<file path="config.mk">
export PLATFORM = sky130hd
export DESIGN_NAME = rf_wb_queue
export DESIGN_NICKNAME = d
export VERILOG_FILES = /design/src/rtl/rf_wb_pkg.sv /design/src/rtl/wb_fifo.sv /design/src/rtl/rf_wb_queue.sv
export SDC_FILE = /design/constraint.sdc
export NUM_CORES = 1
export LEC_CHECK = 0
export ABC_CLOCK_PERIOD_IN_PS = 6450
export BUFFER_PORTS_ARGS = -buffer_cell sky130_fd_sc_hd__clkbuf_2
export CELL_PAD_IN_SITES_DETAIL_PLACEMENT = 1
export CELL_PAD_IN_SITES_GLOBAL_PLACEMENT = 1
export CORE_MARGIN = 1.5
export CORE_UTILIZATION = 47
export CTS_BUF_LIST = sky130_fd_sc_hd__clkbuf_4
export DETAILED_ROUTE_END_ITERATION = 10
export PLACE_DENSITY_LB_ADDON = 0.1
export SLEW_MARGIN = 20
export SYNTH_ARGS = -nofsm -noshare
export SYNTH_HDL_FRONTEND = slang
export SYNTH_SLANG_ARGS = --single-unit
</file>
<file path="constraint.sdc">
create_clock -name clk -period 6.45 [get_ports clk]
set_input_delay 0.645 -clock clk [delete_from_list [all_inputs] [get_ports clk]]
set_output_delay 0.645 -clock clk [all_outputs]
set_load 0.005 [all_outputs]
</file>
<file path="src/rtl/rf_wb_pkg.sv">
// Shared definitions for the register-file write-back queue.
//   AW_DEF / DW_DEF / DEPTH_DEF : default address width, data width, queue depth
//   wb_entry_t                  : one pending write {addr, data}
//   log2c()                     : ceiling log2, used to size pointers
package rf_wb_pkg;

  localparam int unsigned AW_DEF    = 5;
  localparam int unsigned DW_DEF    = 32;
  localparam int unsigned DEPTH_DEF = 4;

  typedef struct packed {
    logic [AW_DEF-1:0] addr;
    logic [DW_DEF-1:0] data;
  } wb_entry_t;

  function automatic int unsigned log2c(input int unsigned v);
    int unsigned r;
    r = 0;
    while ((32'd1 << r) < v) r = r + 1;
    return r;
  endfunction

endpackage

</file>
<file path="src/rtl/wb_fifo.sv">
// Circular buffer holding pending register writes in arrival order.
//   clk, rst            : clock, synchronous active-high reset
//   push/push_addr/data : store one entry at the write pointer
//   pop                 : retire the head entry
//   head_addr/head_data : oldest entry
//   wr_ptr, count       : write pointer and occupancy (0..DEPTH)
//   ent_addr/ent_data   : whole storage array, for forwarding lookups
module wb_fifo
  import rf_wb_pkg::*;
#(
  parameter int unsigned DEPTH = DEPTH_DEF,
  parameter int unsigned AW    = AW_DEF,
  parameter int unsigned DW    = DW_DEF,
  localparam int unsigned PW   = log2c(DEPTH),
  localparam int unsigned CW   = PW + 1
) (
  input  logic                         clk,
  input  logic                         rst,
  input  logic                         push,
  input  logic [AW-1:0]                push_addr,
  input  logic [DW-1:0]                push_data,
  input  logic                         pop,
  output logic [AW-1:0]                head_addr,
  output logic [DW-1:0]                head_data,
  output logic [PW-1:0]                wr_ptr,
  output logic [CW-1:0]                count,
  output logic [DEPTH-1:0][AW-1:0]     ent_addr,
  output logic [DEPTH-1:0][DW-1:0]     ent_data
);

  logic [PW-1:0]             wr_ptr_q, wr_ptr_d;
  logic [PW-1:0]             rd_ptr_q, rd_ptr_d;
  logic [CW-1:0]             count_q, count_d;
  logic [DEPTH-1:0][AW-1:0]  addr_q, addr_d;
  logic [DEPTH-1:0][DW-1:0]  data_q, data_d;

  always_comb begin
    wr_ptr_d = wr_ptr_q;
    rd_ptr_d = rd_ptr_q;
    count_d  = count_q;
    addr_d   = addr_q;
    data_d   = data_q;
    if (push) begin
      addr_d[wr_ptr_q] = push_addr;
      data_d[wr_ptr_q] = push_data;
      wr_ptr_d         = wr_ptr_q + 1'b1;
    end
    if (pop) begin
      rd_ptr_d = rd_ptr_q + 1'b1;
    end
    unique case ({push, pop})
      2'b10:   count_d = count_q + 1'b1;
      2'b01:   count_d = count_q - 1'b1;
      default: count_d = count_q;
    endcase
  end

  always_ff @(posedge clk) begin
    if (rst) begin
      wr_ptr_q <= '0;
      rd_ptr_q <= '0;
      count_q  <= '0;
      addr_q   <= '0;
      data_q   <= '0;
    end else begin
      wr_ptr_q <= wr_ptr_d;
      rd_ptr_q <= rd_ptr_d;
      count_q  <= count_d;
      addr_q   <= addr_d;
      data_q   <= data_d;
    end
  end

  assign head_addr = addr_q[rd_ptr_q];
  assign head_data = data_q[rd_ptr_q];
  assign wr_ptr    = wr_ptr_q;
  assign count     = count_q;
  assign ent_addr  = addr_q;
  assign ent_data  = data_q;

endmodule

</file>
<file path="src/rtl/rf_wb_queue.sv">
// Write-side front end of the register file: results queue in order and
// drain one per cycle onto the registered RF write port. Two lookup ports
// report the newest not-yet-committed value for a register.
//   clk, rst                       : clock, synchronous active-high reset
//   enq_valid/enq_ready/addr/data  : result handshake (addr 0 is dropped)
//   wb_stall                       : hold the head, no write this cycle
//   RegWrite/wr_addr/wr_data       : registered RF write port
//   rd_addr1/2, fwd_hit1/2, fwd_data1/2 : forwarding lookups
//   empty                          : nothing queued and no write in flight
module rf_wb_queue
  import rf_wb_pkg::*;
#(
  parameter int unsigned DEPTH = DEPTH_DEF,
  parameter int unsigned AW    = AW_DEF,
  parameter int unsigned DW    = DW_DEF
) (
  input  logic          clk,
  input  logic          rst,
  input  logic          enq_valid,
  output logic          enq_ready,
  input  logic [AW-1:0] enq_addr,
  input  logic [DW-1:0] enq_data,
  input  logic          wb_stall,
  output logic          RegWrite,
  output logic [AW-1:0] wr_addr,
  output logic [DW-1:0] wr_data,
  input  logic [AW-1:0] rd_addr1,
  input  logic [AW-1:0] rd_addr2,
  output logic          fwd_hit1,
  output logic [DW-1:0] fwd_data1,
  output logic          fwd_hit2,
  output logic [DW-1:0] fwd_data2,
  output logic          empty
);

  localparam int unsigned PW = log2c(DEPTH);
  localparam int unsigned CW = PW + 1;

  logic                     push, pop;
  logic [AW-1:0]            head_addr;
  logic [DW-1:0]            head_data;
  logic [PW-1:0]            wr_ptr;
  logic [CW-1:0]            count;
  logic [DEPTH-1:0][AW-1:0] ent_addr;
  logic [DEPTH-1:0][DW-1:0] ent_data;

  logic          regwrite_q, regwrite_d;
  logic [AW-1:0] wr_addr_q, wr_addr_d;
  logic [DW-1:0] wr_data_q, wr_data_d;
  logic [DW:0]   fwd1, fwd2;

  assign enq_ready = !rst && (count < CW'(DEPTH));
  // Writes to r0 complete the handshake but never occupy a slot.
  assign push      = enq_valid && enq_ready && (enq_addr != '0);
  assign pop       = (count != '0) && !wb_stall;

  wb_fifo #(
    .DEPTH (DEPTH),
    .AW    (AW),
    .DW    (DW)
  ) u_fifo (
    .clk       (clk),
    .rst       (rst),
    .push      (push),
    .push_addr (enq_addr),
    .push_data (enq_data),
    .pop       (pop),
    .head_addr (head_addr),
    .head_data (head_data),
    .wr_ptr    (wr_ptr),
    .count     (count),
    .ent_addr  (ent_addr),
    .ent_data  (ent_data)
  );

  always_comb begin
    regwrite_d = pop;
    wr_addr_d  = wr_addr_q;
    wr_data_d  = wr_data_q;
    if (pop) begin
      wr_addr_d = head_addr;
      wr_data_d = head_data;
    end
  end

  always_ff @(posedge clk) begin
    if (rst) begin
      regwrite_q <= 1'b0;
      wr_addr_q  <= '0;
      wr_data_q  <= '0;
    end else begin
      regwrite_q <= regwrite_d;
      wr_addr_q  <= wr_addr_d;
      wr_data_q  <= wr_data_d;
    end
  end

  // Scan live entries newest-first (wr_ptr-1 backwards, count of them);
  // the output stage is older than every queued entry so it is checked last.
  function automatic logic [DW:0] fwd_lookup(
    input logic [DEPTH-1:0][AW-1:0] a,
    input logic [DEPTH-1:0][DW-1:0] d,
    input logic [PW-1:0]            wp,
    input logic [CW-1:0]            cnt,
    input logic                     out_v,
    input logic [AW-1:0]            out_a,
    input logic [DW-1:0]            out_d,
    input logic [AW-1:0]            ra
  );
    logic          hit;
    logic [DW-1:0] val;
    logic [PW-1:0] idx;
    hit = 1'b0;
    val = '0;
    if (ra != '0) begin
      for (int unsigned i = 0; i < DEPTH; i++) begin
        idx = wp - PW'(i + 1);
        if (!hit && (CW'(i) < cnt) && (a[idx] == ra)) begin
          hit = 1'b1;
          val = d[idx];
        end
      end
      if (!hit && out_v && (out_a == ra)) begin
        hit = 1'b1;
        val = out_d;
      end
    end
    return {hit, val};
  endfunction

  always_comb begin
    fwd1 = '0;
    fwd2 = '0;
    if (!rst) begin
      fwd1 = fwd_lookup(ent_addr, ent_data, wr_ptr, count,
                        regwrite_q, wr_addr_q, wr_data_q, rd_addr1);
      fwd2 = fwd_lookup(ent_addr, ent_data, wr_ptr, count,
                        regwrite_q, wr_addr_q, wr_data_q, rd_addr2);
    end
  end

  assign {fwd_hit1, fwd_data1} = fwd1;
  assign {fwd_hit2, fwd_data2} = fwd2;

  assign RegWrite = regwrite_q;
  assign wr_addr  = wr_addr_q;
  assign wr_data  = wr_data_q;
  assign empty    = rst || ((count == '0) && !regwrite_q);

endmodule

</file>
==> results of run 1 <==
## state kept, by name, summed over array words and instances (netlist names)
| register | count |
|---|---|
| RegWrite | 1 |
| u_fifo.count | 3 |
| u_fifo.ent_addr | 20 |
| u_fifo.ent_data | 128 |
| u_fifo.rd_ptr_q | 2 |
| u_fifo.wr_ptr | 2 |
| wr_addr | 5 |
| wr_data | 32 |
## routing by layer
metal  wire (um)  share of wire  track usage  vias up
met3        5310          0.087       0.0622      145
met1       25500           0.42        0.484     7802
met5           0              0            0        -
met2       28400           0.46        0.587      803
met4        2090          0.034        0.150        0
li1            -              -            -     6841
## critical path, delay by kind of cell (launching register included)
family / cells / cell delay [ps]
flops: 1 / 770
buf+inv: 3 / 870
simple gates: 3 / 1330
xor+xnor: 1 / 220
fa+ha+maj: 1 / 420
mux: 1 / 360
compound gates: 2 / 820
## synthesized netlist by cell type (14+ instances only)
cell type and instances:
sky130_fd_sc_hd__nand2_1 480, sky130_fd_sc_hd__a21oi_1 222, sky130_fd_sc_hd__dfxtp_1 193, sky130_fd_sc_hd__mux2i_1 130
sky130_fd_sc_hd__clkbuf_1 126, sky130_fd_sc_hd__mux4_2 123, sky130_fd_sc_hd__nor2_1 78, sky130_fd_sc_hd__o31ai_1 63
sky130_fd_sc_hd__o21ai_0 59, sky130_fd_sc_hd__nor3_1 42, sky130_fd_sc_hd__nand3_1 34, sky130_fd_sc_hd__a31oi_1 32
sky130_fd_sc_hd__mux2_2 30, sky130_fd_sc_hd__xnor2_1 30, sky130_fd_sc_hd__o2111ai_1 29, sky130_fd_sc_hd__buf_2 27
sky130_fd_sc_hd__xor2_1 25, sky130_fd_sc_hd__buf_1 22, sky130_fd_sc_hd__a311oi_1 18, sky130_fd_sc_hd__a311oi_2 14
## layout make-up
class,instances,share of cell area
repair buffers,201,0.0691
flip-flops and latches,193,0.233
clock inverters,14,0.00985
inverters,8,0.00188
multi-input cells,1470,0.645
well taps,442,0.0332
diodes,2,0.000301
clock buffers,18,0.00812
## power groups by stage
stage	Combinational (mW)	Clock [mW]	Sequential, mW
6_report	1.14	0.755	1.38
5_1_grt	1.21	0.802	1.40
4_1_cts	1.13	0.764	1.38
3_5_place_dp	1.12	0	1.41
3_3_place_gp	1.10	0	1.40
2_1_floorplan	0.832	0	1.31
## path summary, 6_finish.rpt
kind | startpoint | endpoint | slack (ps) | cells past startpoint
setup / recovery | u_fifo.wr_ptr[0]$_SDFFE_PP0P_ | fwd_data1[3] | 300 | 11
hold / removal | enq_data[12] | u_fifo.ent_data[44]$_SDFFE_PP0P_ | 210 | 3
setup reg to reg | u_fifo.wr_ptr[0]$_SDFFE_PP0P_ | u_fifo.ent_data[114]$_SDFFE_PP0P_ | 3180 | 6
hold reg to reg | u_fifo.ent_data[42]$_SDFFE_PP0P_ | u_fifo.ent_data[42]$_SDFFE_PP0P_ | 510 | 2
## metrics by stage
stage,instances,total power [mW]
after detailed placement,2314,2.53
final,2348,3.28
after CTS,2346,3.27
after floorplan,1865,2.14
after global placement,2314,2.50
after global routing,2348,3.41
## cell families (layout without fill, tap and decap cells)
group                    count (synthesis)  in the layout  share of synthesized area
AO/OA/AOI/OAI                          455            455                      0.188
XOR/XNOR                                55             55                     0.0313
adder cells (fa/ha/maj)                  9              9                    0.00732
buffers and inverters                  202            241                     0.0588
flip-flops                             193            193                      0.251
multiplexers                           284            284                      0.287
other                                    0              2                          0
AND/OR/NAND/NOR                        667            667                      0.176
==> results by stage, run 1 <==
Logic synthesis:
- Averaged over all synthesized cells, the footprint is just over 8 um2.
- The synthesized design spends more area on one cell type than any other, namely sky130_fd_sc_hd__dfxtp_1.
- The async set-reset flop share out of synthesis is 0.
- For this run, the number of Yosys warnings is 0.
- The net count after synthesis is just under 2000.
- The number of flops mapped to enable cells by yosys is 0.
- The number of library cell types mapped by synthesis is 57.
- By area the synthesized netlist is led by sky130_fd_sc_hd__dfxtp_1 (25%), sky130_fd_sc_hd__mux4_2 (18%), sky130_fd_sc_hd__nand2_1 (12%), sky130_fd_sc_hd__mux2i_1 (8.5%), sky130_fd_sc_hd__a21oi_1 (7.2%).
- In the synthesized netlist, the number of instances is roughly 1900.
- The predominant post-synthesis flop cell is sky130_fd_sc_hd__dfxtp_1.
- The area of the mapped netlist is 15400 um2.
- The share of the Yosys chip area taken by registers is 0.251.
- The share of synthesized area in the top cell type comes to 0.251.
- The register bit count reported by yosys is 193.

Timing:
- The worst path meets setup with 301 ps of slack.
- The number of endpoints with negative hold slack in the final report came to 0.
- Across the routed clock network, the largest skew measured is 27.0 ps.
- For this run, the top clock speed supported by timing is roughly 160 MHz.
- Hold timing on the final database bottoms out at a slack of 211 ps.
- In this run the tightest slew margin relative to its limit is 0.335.
- The slew at the pin with the worst max-slew slack is 997 ps.
- Counting I/O delays and the setup requirement, the final critical path takes approximately 6100 ps.
- The final max-slew violation count came to 0.
- Of the available clock period, the critical path in the final layout requires 0.953.
- Setup repair after global routing left no endpoint under its margin.
- Summed over all failing endpoints, the final setup total negative slack is 0 ps.
- The number of endpoints failing setup at the final stage is 0.

Power and ir drop:
- The register share of total power is 0.421.
- For this design the total switching power over the nets is 1.37 mW.
- The maximum vdd ir drop is between 0.0001 and 0.00015 V.
- The power per cell area is approximately 200 nW/um2.
- The switching power as a share of total power is 0.417.
- The clock network power share is 0.230.
- The internal power component is between 1.5 and 2 mW.
- The combinational share of power is 0.349.
- The static leakage power is approximately 5.4 nW.

Detailed routing:
- Summing over every cut layer, the via total after detailed routing is ~16000.
- The mean routed wirelength per cell is around 26 um.
- Once detail routing completed, the nets flagged for antenna violations numbered 0.
- In the routed design, unresolved DRC markers number 0.
- Wires add up to between 60000 and 70000 um.
- The violation count after the first detailed-route iteration is roughly 1600.
- Before antenna repair, the detailed router went through 6 iterations.
- After detailed routing, the number of vias per cell comes to between 6 and 7.

Setup path:
- The sort of element at the start of the critical path is a flop.
- In this run the worst path has a maximum fanout of 35.
- The worst endpoint data arrival time is roughly 5500 ps.
- The worst setup path is captured at a primary output.
- The worst setup path is of the flop to primary output kind.
- The signal on the critical path passes through inv_1 > ha_4 > mux4_2 > xnor2_1 > nand2_1 > nor3_1 > nand3b_2 > buf_4 > a32o_1 > a311oi_1 > clkbuf_2.
- In this design, the stage delay of the slowest critical-path cell is about 770 ps.
- The slowest stage of the critical path is the sky130_fd_sc_hd__dfxtp_4 cell.
- The data required time of the critical path is slightly below 6000 ps.

Global routing:
- The via count of the first global-routing pass came to between 15000 and 20000.
- After global routing the overflow that remains totals 0.
- For this run, the total global-route usage over all layers was measured as 0.364.
- Entering global routing, the biggest net connects ~120 pins.
- The number of antenna violations at the first check in global routing came to 3.
- The global-route wire length before repair is a little over 90000 um.

Place:
- OpenSTA, run right after detailed placement, puts the worst setup slack at 1200 ps.
- In this run the cell area measured after placement is roughly 16000 um2.
- The HPWL after detailed placement is between 30000 and 40000 um.
- During placement, the flow inserted port buffers numbering ~160.
- At the end of routability-driven placement, the weighted congestion stood at 0.892.

Flow run:
- The reported max-cap violation count is 0.

CTS:
- The H-tree was split into 4 levels.
- In this run, post-CTS repair resized a total of 0 instances.
- The number of buffers created by CTS is 17.
- The clock root buffer is sky130_fd_sc_hd__clkbuf_4.
- Clock latency on the worst-skew pair, taken at its later pin, is 670 ps.
- The number of setup buffers added after CTS is 0.
- Hold repair after CTS inserted 0 buffers.
- CTS saw 193 sinks.
- The clock tree from TritonCTS is done.
- Clock-pin slew was measured on the worst setup and hold paths at around 180 ps.
- No sink is reached through more buffers than the 2 on the longest clock path.

Floorplan:
- The number of cell rows is 66.
- The floorplan step defined a die boundary enclosing roughly 34000 um2.
- The chip height is between 150 and 200 um.
- The number of top-level pins is approximately 160.
- For this configuration, the core starts out at a cell density of 0.475.
- The die extent in x is ~180 um.
- The total area inside the core boundary comes to 32400 um2.

Finish:
- The library cell used most frequently in the layout, excluding fill and tap cells, is sky130_fd_sc_hd__nand2_1.
- The sequential cells in the finished layout cover a total of approximately 3900 um2.
- The area of the multi-input gates is 10700 um2.
- The layout has a little under 4000 filler cells.
- The net count reported at finish is between 1500 and 2000.
- In the layout the commonest cells are sky130_fd_sc_hd__nand2_1 (480), sky130_fd_sc_hd__a21oi_1 (220), sky130_fd_sc_hd__dfxtp_1 (189), sky130_fd_sc_hd__clkbuf_2 (155), sky130_fd_sc_hd__mux2i_1 (130).
- In the final layout, the share of cells above drive strength 1 is 0.223.
- After routing the design area is around 17000 um2.
- The relative area change from synthesis to final layout is 8.12%.
- The share of the core filled with cells in the final layout is 0.514.

Worst hold path:
- The type of the most critical hold path is primary input to flop.

Status:
- The run finished with clean final reports.
Power figures use the tool's default switching activity.
==> run 2: changes to the inputs <==
--- a/config.mk
+++ b/config.mk
@@ -6,7 +6,7 @@
 export NUM_CORES = 1
 export LEC_CHECK = 0
 export ABC_CLOCK_PERIOD_IN_PS = 6450
-export BUFFER_PORTS_ARGS = -buffer_cell sky130_fd_sc_hd__clkbuf_2
+export BUFFER_PORTS_ARGS = -buffer_cell sky130_fd_sc_hd__buf_2
 export CELL_PAD_IN_SITES_DETAIL_PLACEMENT = 1
 export CELL_PAD_IN_SITES_GLOBAL_PLACEMENT = 1
 export CORE_MARGIN = 1.5
==> run 2 against run 1 <==
Routed wire length is 0.15% higher. Critical path type unchanged. Cell count is essentially flat. Largest power group unchanged. Via count up 0.25%. Worst hold slack worse by 32 ps. Maximum frequency increased by 4.6%. Clock power decreased by 6.2%.
==> results by stage, run 2 (synthesis gave the netlist of run 1 again) <==
Finish:
- The number of flip-flops under the largest register name is between 100 and 150.
- The layout cell share with drive strength beyond 1 is 0.225.
- The leading cell type in the layout, fill and taps excluded is sky130_fd_sc_hd__nand2_1.
- In the layout the commonest cells are sky130_fd_sc_hd__nand2_1 (480), sky130_fd_sc_hd__a21oi_1 (220), sky130_fd_sc_hd__dfxtp_1 (189), sky130_fd_sc_hd__buf_2 (155), sky130_fd_sc_hd__mux2i_1 (130).
- With fillers left out, the area of the finished cells amounts to 16600 um2.
- The share of the core filled with cells in the final layout is 0.514.
- From synthesis to final layout, the design area changed by 8.02%.
- The number of inserted filler cells in the final layout is around 4000.
- The final non-filler cell total is 2350.
- The final layout contains a little under 2000 nets.

Global routing:
- The largest net degree at the start of global routing is 95.
- The first global-routing pass estimated 93600 um of wire.
- For this run the aggregate overflow at the end of global routing stands at 0.
- The number of antenna violations at the first check in global routing is 3.
- The total routing resource utilization after global routing is 0.365.
- The via count of the first global-routing pass came to about 16000.

Setup path:
- The critical path class is flop to primary output.
- The data required time of the critical path is slightly below 6000 ps.
- The worst setup path is captured at a primary output.
- At the worst endpoint, the arrival time is around 5200 ps.
- STA classifies the critical path startpoint as a flop.
- Along the worst path, the maximum fanout reaches 34.

Place:
- At the end of routability-driven placement, the weighted congestion stood at a little under 0.9.
- The instance area after placement is ~16000 um2.
- The HPWL after detailed placement is between 30000 and 40000 um.
- The count of buffers added on input and output ports is between 150 and 200.
- Timing analysis after detailed placement gives a worst setup slack of approximately 1400 ps.
- The cell count after placement is roughly 2300.

Timing:
- On the final layout, the worst clock skew is 34.8 ps.
- The headroom to the max-slew limit is 0.183.
- The shortest clock period the worst path allows after layout is between 5000 and 6000 ps.
- Setup repair after global routing left no endpoint under its margin.
- The final max-slew violation count is 0.
- Setup violations remaining at the end of the flow were counted as 0.
- Once routing completed, OpenROAD measured the worst setup slack at ~570 ps.
- For the pin with the worst max-slew slack, the measured transition is between 1000 and 1500 ps.
- In the final timing run, aggregate negative setup slack is 0 ps.
- The number of endpoints with negative hold slack in the final report came to 0.
- The share of the cycle needed by the critical path after routing is 0.912.
- Timing would allow up to 170 MHz.

CTS:
- The clock tree from TritonCTS is done.
- The maximum count of clock buffers along a single path is 2.
- The number of buffers created by CTS is 17.
- The clock sink count is just under 200.
- The number of hold buffers added after CTS was 0.
- The number of gates resized after CTS is 0.
- The root buffer cell chosen for the clock tree is sky130_fd_sc_hd__clkbuf_4.
- The buffers inserted during post-CTS setup optimization is 0.
- The clock insertion delay at the later pin of the skew report is roughly 710 ps.
- Clock-pin slew was measured on the worst setup and hold paths at about 210 ps.
- The CTS H-tree depth is 4.

Detailed routing:
- After detailed routing, the met2 layer carries 28500 um of wire.
- The number of vias after detailed routing is 15600.
- After detailed routing, the average wire length per cell comes to around 26 um.
- The number of remaining DRC errors is 0.
- For this block, wires on met1 add up to 25500 um.
- The first routing iteration left 1792 violations.
- The first detailed-routing pass ran for 6 iterations.
- The routed wire length on met3 is 5490 um.
- The number of vias per cell is 6.65.
- The post-route antenna net violation count is 0.
- The highest metal layer used by the detailed router is met4.
- The overall routed net length is ~60000 um.

Floorplan:
- The placeable core region is ~32000 um2.
- The starting density of the core is 0.475.
- From left edge to right edge, the die measures about 180 um.
- The floorplan has 66 rows.
- The die covers between 30000 and 40000 um2.
- The chip height is around 180 um.
- During I/O placement, the number of pins put on the boundary was around 160.

Flow run:
- Across the run, the number of max-cap violations was 0.

Power and ir drop:
- VDD sags by at most 0.000114 V.
- The power per cell area is 195 nW/um2.
- Summed over all cells, the static leakage comes to 5.44 nW.

Status:
- The run finished with clean final reports.

Worst hold path:
- The type of the most critical hold path is primary input to flop.
[run 2: layout make-up]
type | instances | area, um2 | share of cell area
diodes | 3 | 7.51 | 0.000452
clock buffers | 17 | 128 | 0.00768
clock inverters | 15 | 143 | 0.00858
inverters | 8 | 31.3 | 0.00188
multi-input cells | 1470 | 10700 | 0.645
flip-flops and latches | 193 | 3870 | 0.233
well taps | 442 | 553 | 0.0333
repair buffers | 202 | 1160 | 0.0698
[run 2: path summary, 6_finish.rpt]
check             slack [ps]  cells past startpoint                                end                          start
setup / recovery         570                     12                       fwd_data2[3]  u_fifo.wr_ptr[1]$_SDFFE_PP0P_
hold / removal           180                      3    u_fifo.ent_data[3]$_SDFFE_PP0P_                    enq_data[3]
setup reg to reg        2490                      7  u_fifo.ent_data[112]$_SDFFE_PP0P_  u_fifo.wr_ptr[0]$_SDFFE_PP0P_
hold reg to reg          500                      2           wr_data[19]$_SDFFE_PP0P_       wr_data[19]$_SDFFE_PP0P_
[run 2: routing by layer]
| metal | track usage | vias to the layer above |
|---|---|---|
| met3 | 0.0604 | 143 |
| met2 | 0.589 | 850 |
| li1 | - | 6838 |
| met5 | 0 | - |
| met4 | 0.148 | 0 |
| met1 | 0.488 | 7799 |
[run 2: through the flow]
step           total power, mW  hold slack, ps
2_1_floorplan             2.14             463
3_3_place_gp              2.51             473
3_5_place_dp              2.53             485
4_1_cts                   3.23             157
5_1_grt                   3.37             167
6_report                  3.24             180
[run 2: power by group]
part	total (mW)	switching, mW	internal [mW]
Sequential	1.34	0.0939	1.25
Clock	0.708	0.534	0.174
Combinational	1.20	0.797	0.398
[run 2: worst max-delay path: stages (launching register included)]
cell and delay (ps):
sky130_fd_sc_hd__dfxtp_4 620, sky130_fd_sc_hd__inv_1 190, sky130_fd_sc_hd__ha_4 440, sky130_fd_sc_hd__mux4_2 580, sky130_fd_sc_hd__xor2_1 210, sky130_fd_sc_hd__nor4_4 900
sky130_fd_sc_hd__and2_1 310, sky130_fd_sc_hd__buf_4 500, sky130_fd_sc_hd__a2111oi_4 70, sky130_fd_sc_hd__buf_4 250, sky130_fd_sc_hd__nand2_1 90, sky130_fd_sc_hd__a31oi_1 150
sky130_fd_sc_hd__buf_2 190
